## src/rtl/conv_3x3_layer_sequencer.sv

```systemverilog
// rtl/conv_3x3_layer_sequencer.sv - per-output-channel weight load, pixel gating and result counting for one 3x3 conv layer
module conv_3x3_layer_sequencer #(
  parameter int DATA_WIDTH      = 16,
  parameter int CHANNEL_NUM_IN  = 128,
  parameter int CHANNEL_NUM_OUT = 128,
  parameter int KERNEL          = 3,
  parameter int W_ADDR_WIDTH    = 18,
  parameter int PASS_PXL_NUM    = 2097152,
  parameter int OUT_PXL_NUM     = 16384
) (
  input  logic                    clk,
  input  logic                    reset,
  input  logic                    start,
  input  logic                    stride2_cfg,
  output logic                    busy,
  output logic                    done,
  output logic [((CHANNEL_NUM_OUT > 1) ? $clog2(CHANNEL_NUM_OUT) : 1)-1:0] oc_idx,
  output logic                    stride2,
  output logic                    w_rd_en,
  output logic [W_ADDR_WIDTH-1:0] w_addr,
  input  logic [DATA_WIDTH-1:0]   w_rd_data,
  output logic                    valid_weight_out,
  output logic [DATA_WIDTH-1:0]   weight_out,
  output logic                    pxl_ready,
  input  logic                    valid_in,
  input  logic [DATA_WIDTH-1:0]   pxl_in,
  output logic                    valid_pxl_out,
  output logic [DATA_WIDTH-1:0]   pxl_out,
  input  logic                    res_valid,
  output logic                    err
);

  localparam int W_PER_OC = KERNEL * KERNEL * CHANNEL_NUM_IN;
  localparam int OC_W     = (CHANNEL_NUM_OUT > 1) ? $clog2(CHANNEL_NUM_OUT) : 1;
  localparam int K_W      = $clog2(W_PER_OC + 1);
  localparam int IN_W     = $clog2(PASS_PXL_NUM + 1);
  localparam int RES_W    = $clog2(OUT_PXL_NUM + 1);

  localparam logic [K_W-1:0]          K_END    = K_W'(W_PER_OC);
  localparam logic [IN_W-1:0]         IN_LAST  = IN_W'(PASS_PXL_NUM - 1);
  localparam logic [RES_W-1:0]        RES_END  = RES_W'(OUT_PXL_NUM);
  localparam logic [RES_W-1:0]        RES_LAST = RES_W'(OUT_PXL_NUM - 1);
  localparam logic [OC_W-1:0]         OC_LAST  = OC_W'(CHANNEL_NUM_OUT - 1);
  localparam logic [W_ADDR_WIDTH-1:0] W_STEP   = W_ADDR_WIDTH'(W_PER_OC);

  typedef enum logic [2:0] {IDLE, LOAD_W, W_FLUSH, STREAM, DRAIN, DONE} state_t;

  state_t                  state;
  logic [K_W-1:0]          k;
  logic [W_ADDR_WIDTH-1:0] base;
  logic [IN_W-1:0]         in_cnt;
  logic [RES_W-1:0]        res_cnt;

  logic res_window;
  logic res_full;
  logic chan_done;
  logic accept;

  assign res_window = (state == STREAM) || (state == DRAIN);
  assign res_full   = (res_cnt == RES_END);
  assign chan_done  = res_full || (res_valid && (res_cnt == RES_LAST));
  assign accept     = pxl_ready && valid_in;

  // ROM data arrives in the same cycle the delayed strobe is high
  assign weight_out = valid_weight_out ? w_rd_data : '0;

  always_ff @(posedge clk) begin
    if (reset) begin
      state            <= IDLE;
      busy             <= 1'b0;
      done             <= 1'b0;
      oc_idx           <= '0;
      stride2          <= 1'b0;
      w_rd_en          <= 1'b0;
      w_addr           <= '0;
      valid_weight_out <= 1'b0;
      pxl_ready        <= 1'b0;
      valid_pxl_out    <= 1'b0;
      pxl_out          <= '0;
      err              <= 1'b0;
      k                <= '0;
      base             <= '0;
      in_cnt           <= '0;
      res_cnt          <= '0;
    end else begin
      valid_weight_out <= w_rd_en;
      valid_pxl_out    <= accept;
      done             <= 1'b0;
      if (accept) pxl_out <= pxl_in;

      // Overrun is flagged instead of counted so the counter never wraps
      if (res_valid) begin
        if (!res_window || res_full) err <= 1'b1;
        else res_cnt <= res_cnt + 1'b1;
      end

      case (state)
        IDLE: begin
          if (start) begin
            stride2 <= stride2_cfg;
            oc_idx  <= '0;
            base    <= '0;
            w_addr  <= '0;
            k       <= K_W'(1);
            w_rd_en <= 1'b1;
            busy    <= 1'b1;
            state   <= LOAD_W;
          end
        end
        LOAD_W: begin
          if (k == K_END) begin
            w_rd_en <= 1'b0;
            w_addr  <= '0;
            state   <= W_FLUSH;
          end else begin
            w_addr <= base + W_ADDR_WIDTH'(k);
            k      <= k + 1'b1;
          end
        end
        W_FLUSH: begin
          pxl_ready <= 1'b1;
          state     <= STREAM;
        end
        STREAM: begin
          if (valid_in) begin
            in_cnt <= in_cnt + 1'b1;
            if (in_cnt == IN_LAST) begin
              pxl_ready <= 1'b0;
              state     <= DRAIN;
            end
          end
        end
        DRAIN: begin
          if (chan_done) begin
            in_cnt  <= '0;
            res_cnt <= '0;
            if (oc_idx == OC_LAST) begin
              done  <= 1'b1;
              state <= DONE;
            end else begin
              oc_idx  <= oc_idx + 1'b1;
              base    <= base + W_STEP;
              w_addr  <= base + W_STEP;
              k       <= K_W'(1);
              w_rd_en <= 1'b1;
              state   <= LOAD_W;
            end
          end
        end
        DONE: begin
          busy  <= 1'b0;
          state <= IDLE;
        end
        default: state <= IDLE;
      endcase
    end
  end

endmodule

```

## config.mk

```make
export PLATFORM = sky130hd
export DESIGN_NAME = conv_3x3_layer_sequencer
export DESIGN_NICKNAME = d
export VERILOG_FILES = /design/src/rtl/conv_3x3_layer_sequencer.sv
export SDC_FILE = /design/constraint.sdc
export NUM_CORES = 1
export LEC_CHECK = 0
export ABC_AREA = 1
export BUFFER_PORTS_ARGS = -buffer_cell sky130_fd_sc_hd__buf_2
export CAP_MARGIN = 20
export CELL_PAD_IN_SITES_DETAIL_PLACEMENT = 0
export CELL_PAD_IN_SITES_GLOBAL_PLACEMENT = 2
export CORE_MARGIN = 2
export CORE_UTILIZATION = 30
export DETAILED_ROUTE_END_ITERATION = 8
export MAX_ROUTING_LAYER = met4
export PLACE_DENSITY = 0.89
export SLEW_MARGIN = 20
export SYNTH_ARGS = -nofsm -noshare
export SYNTH_HDL_FRONTEND = slang
export SYNTH_SLANG_ARGS = --single-unit
export TNS_END_PERCENT = 1
```

## constraint.sdc

```tcl
create_clock -name clk -period 2.1 [get_ports clk]
set_input_delay 0.105 -clock clk [delete_from_list [all_inputs] [get_ports clk]]
set_output_delay 0.105 -clock clk [all_outputs]
set_load 0.005 [all_outputs]
```

==> impl_metrics.py <==
metrics = {
    "logic_synthesis": {
        "yosysTopAreaCellShare": 0.359,
        "synth_fa_ha_area_frac": 0.0222,
        "postSynthCellCount": 1000,
        "synth_area_leaders": "dfxtp_1, nand2_1, nor2_1",
        "ys_types": 37,
        "synth_simple_gate_area_frac": 0.397,
        "synth_top_family_by_area": "simple AND/OR/NAND/NOR gates",
        "synth_compound_area_frac": 0.105,
        "syn_nets": 1049,
        "synth_seq_cells": 111,
        "syn_avg_cell_area_um2": 6.20,
        "synthMuxAreaShare": 0,
        "ys_warn_count": 0,
        "yosysTopAreaCell": "dfxtp_1",
        "synthesis.area_um2": 6200,
        "synth-xor-area-share": 0.0254,
        "yosysSeqAreaShare": 0.359,
    },
    "global_route": {
        "grtUsageTotal": 0.164,
        "gr-total-overflow": 0,
        "grt_pass1_vias": 5768,
        "grt_antenna_before_repair": 0,
        "grt_first_pass_wirelength_mm": 28.3,
        "grt_start_max_net_pins": 27,
    },
    "critical_path": {
        "path_buf_inv": 1,
        "r2r_slack_ns": 0.21,
        "slowest_stage": "dfxtp_1",
        "arrival_ns": 2.15,
        "cp-start-kind": "flip-flop",
        "end_kind": "flip-flop",
        "cp_top_family": "simple AND/OR/NAND/NOR gates",
        "crit_path_max_incr_delay_ns": 0.39,
        "worstPathRequired_ns": 2.36,
        "worstSetupPathType": "flip-flop to flip-flop",
        "critical_path.max_fanout": 5,
        "path_cells": "ha_2 > nand2_1 > nor2_2 > nand2_1 > nor2_1 > nand2_1 > nand2_1 > nand3_1 > o21bai_1 > nand2_1 > inv_1",
        "cpMostUsedCell": "nand2_1",
    },
    "floorplanning": {
        "fp-row-count": 52,
        "die_area_um2": 21800,
        "core_area_um2": 20200,
        "die-height_um": 148,
        "initial_core_util": 0.306,
        "dieWidth_um": 148,
        "ioPinCount": 103,
    },
    "layout": {
        "drive_gt1_frac": 0.155,
        "syn_to_final_growth_pct": 21.2,
        "final_area_um2": 7510,
        "antenna_cells": 0,
        "nNetsFinal": 1171,
    },
    "clock_tree": {
        "cts_buffers": 9,
        "htree_levels": 3,
        "cts_root_buffer": "clkbuf_16",
        "cts_tree": "built",
        "cts.sinks": 111,
        "post_cts_buffers": 0,
        "clkTransAtPathRegs_ns": 0.08,
        "clkLatencyLatePin_ns": 0.36,
        "clockBufferDepth": 2,
    },
    "timing": {
        "report.final.slew_viol_count": 0,
        "rsz0062_at_grt": "yes",
        "fmax_mhz": 529,
        "skew_ns": 0.0102,
        "worst_pin_slew_ns": 0.530,
        "finalSetupViolations": 0,
        "hold_violations": 0,
        "period_share": 0.900,
        "slew_headroom": 0.647,
        "setup_tns_ns": 0,
        "post-route-min-period_ns": 1.89,
        "timing.final.ws_setup_ns": 0.209,
    },
    "routing": {
        "vias_per_cell": 4.45,
        "drc": 0,
        "finalWirelength_mm": 16.8,
        "drtIter0Drc": 353,
        "detail-route-antenna-nets": 0,
        "drt_first_pass_iters": 5,
        "vias": 6217,
        "wl_per_cell_um": 12.0,
    },
    "placement": {
        "place_ws_ns": 0.113,
        "io_buffers": 102,
        "hpwl_mm": 12.1,
        "dpl-instance-area_um2": 7050,
        "place_congestion": 0.810,
    },
    "run": {
        "cap_violations": 0,
    },
    "pwr": {
        "vdd_drop_max_mv": 0.457,
        "cellLeakagePower_nw": 3.43,
        "powerDensity_nw_per_um2": 891,
    },
    "run_status": {
        "status": "finished clean",
    },
    "hold_path": {
        "worstHoldPathType": "input pin to flip-flop",
    },
}
==> layout make-up <==
class                      instances  area [um2]
tap                              270         338
fill                            2188       12700
sequential                       111        2220
clock inverter                     5        58.8
timing repair buffer             140         840
clock buffer                      11         233
inverter                         108         410
multi-input combinational        752        3410
==> sequential cells by signal, indices dropped and copies added (netlist names), 3 cells and up <==
register,cells
pxl_out,16
state,3
base,11
in_cnt,22
res_cnt,15
w_addr,18
oc_idx,7
k,11
==> metrics by stage <==
step	cells	utilization	power [mW]	hold WS (ns)
2_1_floorplan	1000	-	4.29	0.272
3_3_place_gp	1365	0.348	4.98	0.354
3_5_place_dp	1365	0.348	4.96	0.361
4_1_cts	1397	0.371	6.78	0.0109
5_1_grt	1397	0.371	7.24	0.0818
6_report	1397	0.371	6.69	0.0261
==> layout by cell type (no fill, tap or decap), types with 2 or more instances in the layout <==
| master | count |
|---|---|
| dfxtp_1 | 110 |
| inv_2 | 12 |
| nand2_2 | 8 |
| o21bai_1 | 8 |
| clkbuf_1 | 2 |
| inv_4 | 2 |
| xnor2_1 | 3 |
| nand3b_1 | 2 |
| a21oi_1 | 72 |
| nand3_1 | 59 |
| nand3_4 | 2 |
| and2_1 | 2 |
| clkinvlp_4 | 2 |
| buf_2 | 102 |
| nor2_4 | 2 |
| o21ai_0 | 36 |
| nor3_1 | 7 |
| nand4_1 | 8 |
| xor2_1 | 15 |
| dlygate4sd3_1 | 16 |
| nand3_2 | 3 |
| buf_4 | 21 |
| clkbuf_16 | 9 |
| nand2_1 | 339 |
| ha_1 | 10 |
| nor2_1 | 163 |
| o21ai_1 | 2 |
| inv_1 | 93 |
| nor2_2 | 3 |
==> metal layers <==
metal	share of wire	up-vias	GRT usage
met5	0	-	-
met4	0.014	0	0.0534
met3	0.048	17	0.0272
met2	0.43	139	0.252
met1	0.51	2698	0.219
li1	-	3363	-
==> path summary, 6_finish.rpt <==
check,endpoint,startpoint,cells past startpoint
setup / recovery,state[0],in_cnt[0],11
hold / removal,stride2,stride2_cfg,3
setup reg to reg,state[0],in_cnt[0],11
hold reg to reg,stride2,stride2,2
==> cell usage after synthesis, drive strengths merged <==
cell type and n:
a21oi 73, and2 2, buf 16, clkbuf 13, clkinv 2, dfxtp 111
ha 11, inv 106, nand2 347, nand3 64, nand3b 2, nand4 8
nor2 168, nor3 7, nor3b 1, o211ai 1, o21a 1, o21ai 39
o21bai 8, o31ai 1, or2 1, xnor2 3, xor2 15
==> worst reg2reg max path, delay by kind of cell (launching register included) <==
family | cells | cell delay [ns]
simple gates | 8 | 0.92
buf+inv | 1 | 0.05
flops | 1 | 0.39
fa+ha+maj | 1 | 0.24
compound gates | 1 | 0.19
==> what timing repair did <==
| item | 4_1_cts | 5_1_grt |
|---|---|---|
| hold buffers | 16 | 0 |
| endpoints found under the setup margin | 0 | 37 |
| resized for setup | 0 | 5 |
| endpoints found under the hold margin | 16 | 0 |
==> power by group <==
group | leakage [nW] | internal (mW) | switching [mW]
Combinational | 2.39 | 0.794 | 1.50
Sequential | 0.901 | 2.37 | 0.256
Clock | 0.136 | 0.929 | 0.834
Total | 3.43 | 4.10 | 2.60
==> kinds of logic (layout without fill, tap and decap cells) <==
family,count (synthesis),in the layout
buffers and inverters,137,264
flip-flops,111,111
XOR/XNOR,18,18
AO/OA/AOI/OAI,123,123
adder cells (fa/ha/maj),11,11
AND/OR/NAND/NOR,600,600
(Power assumes the default switching activity.)
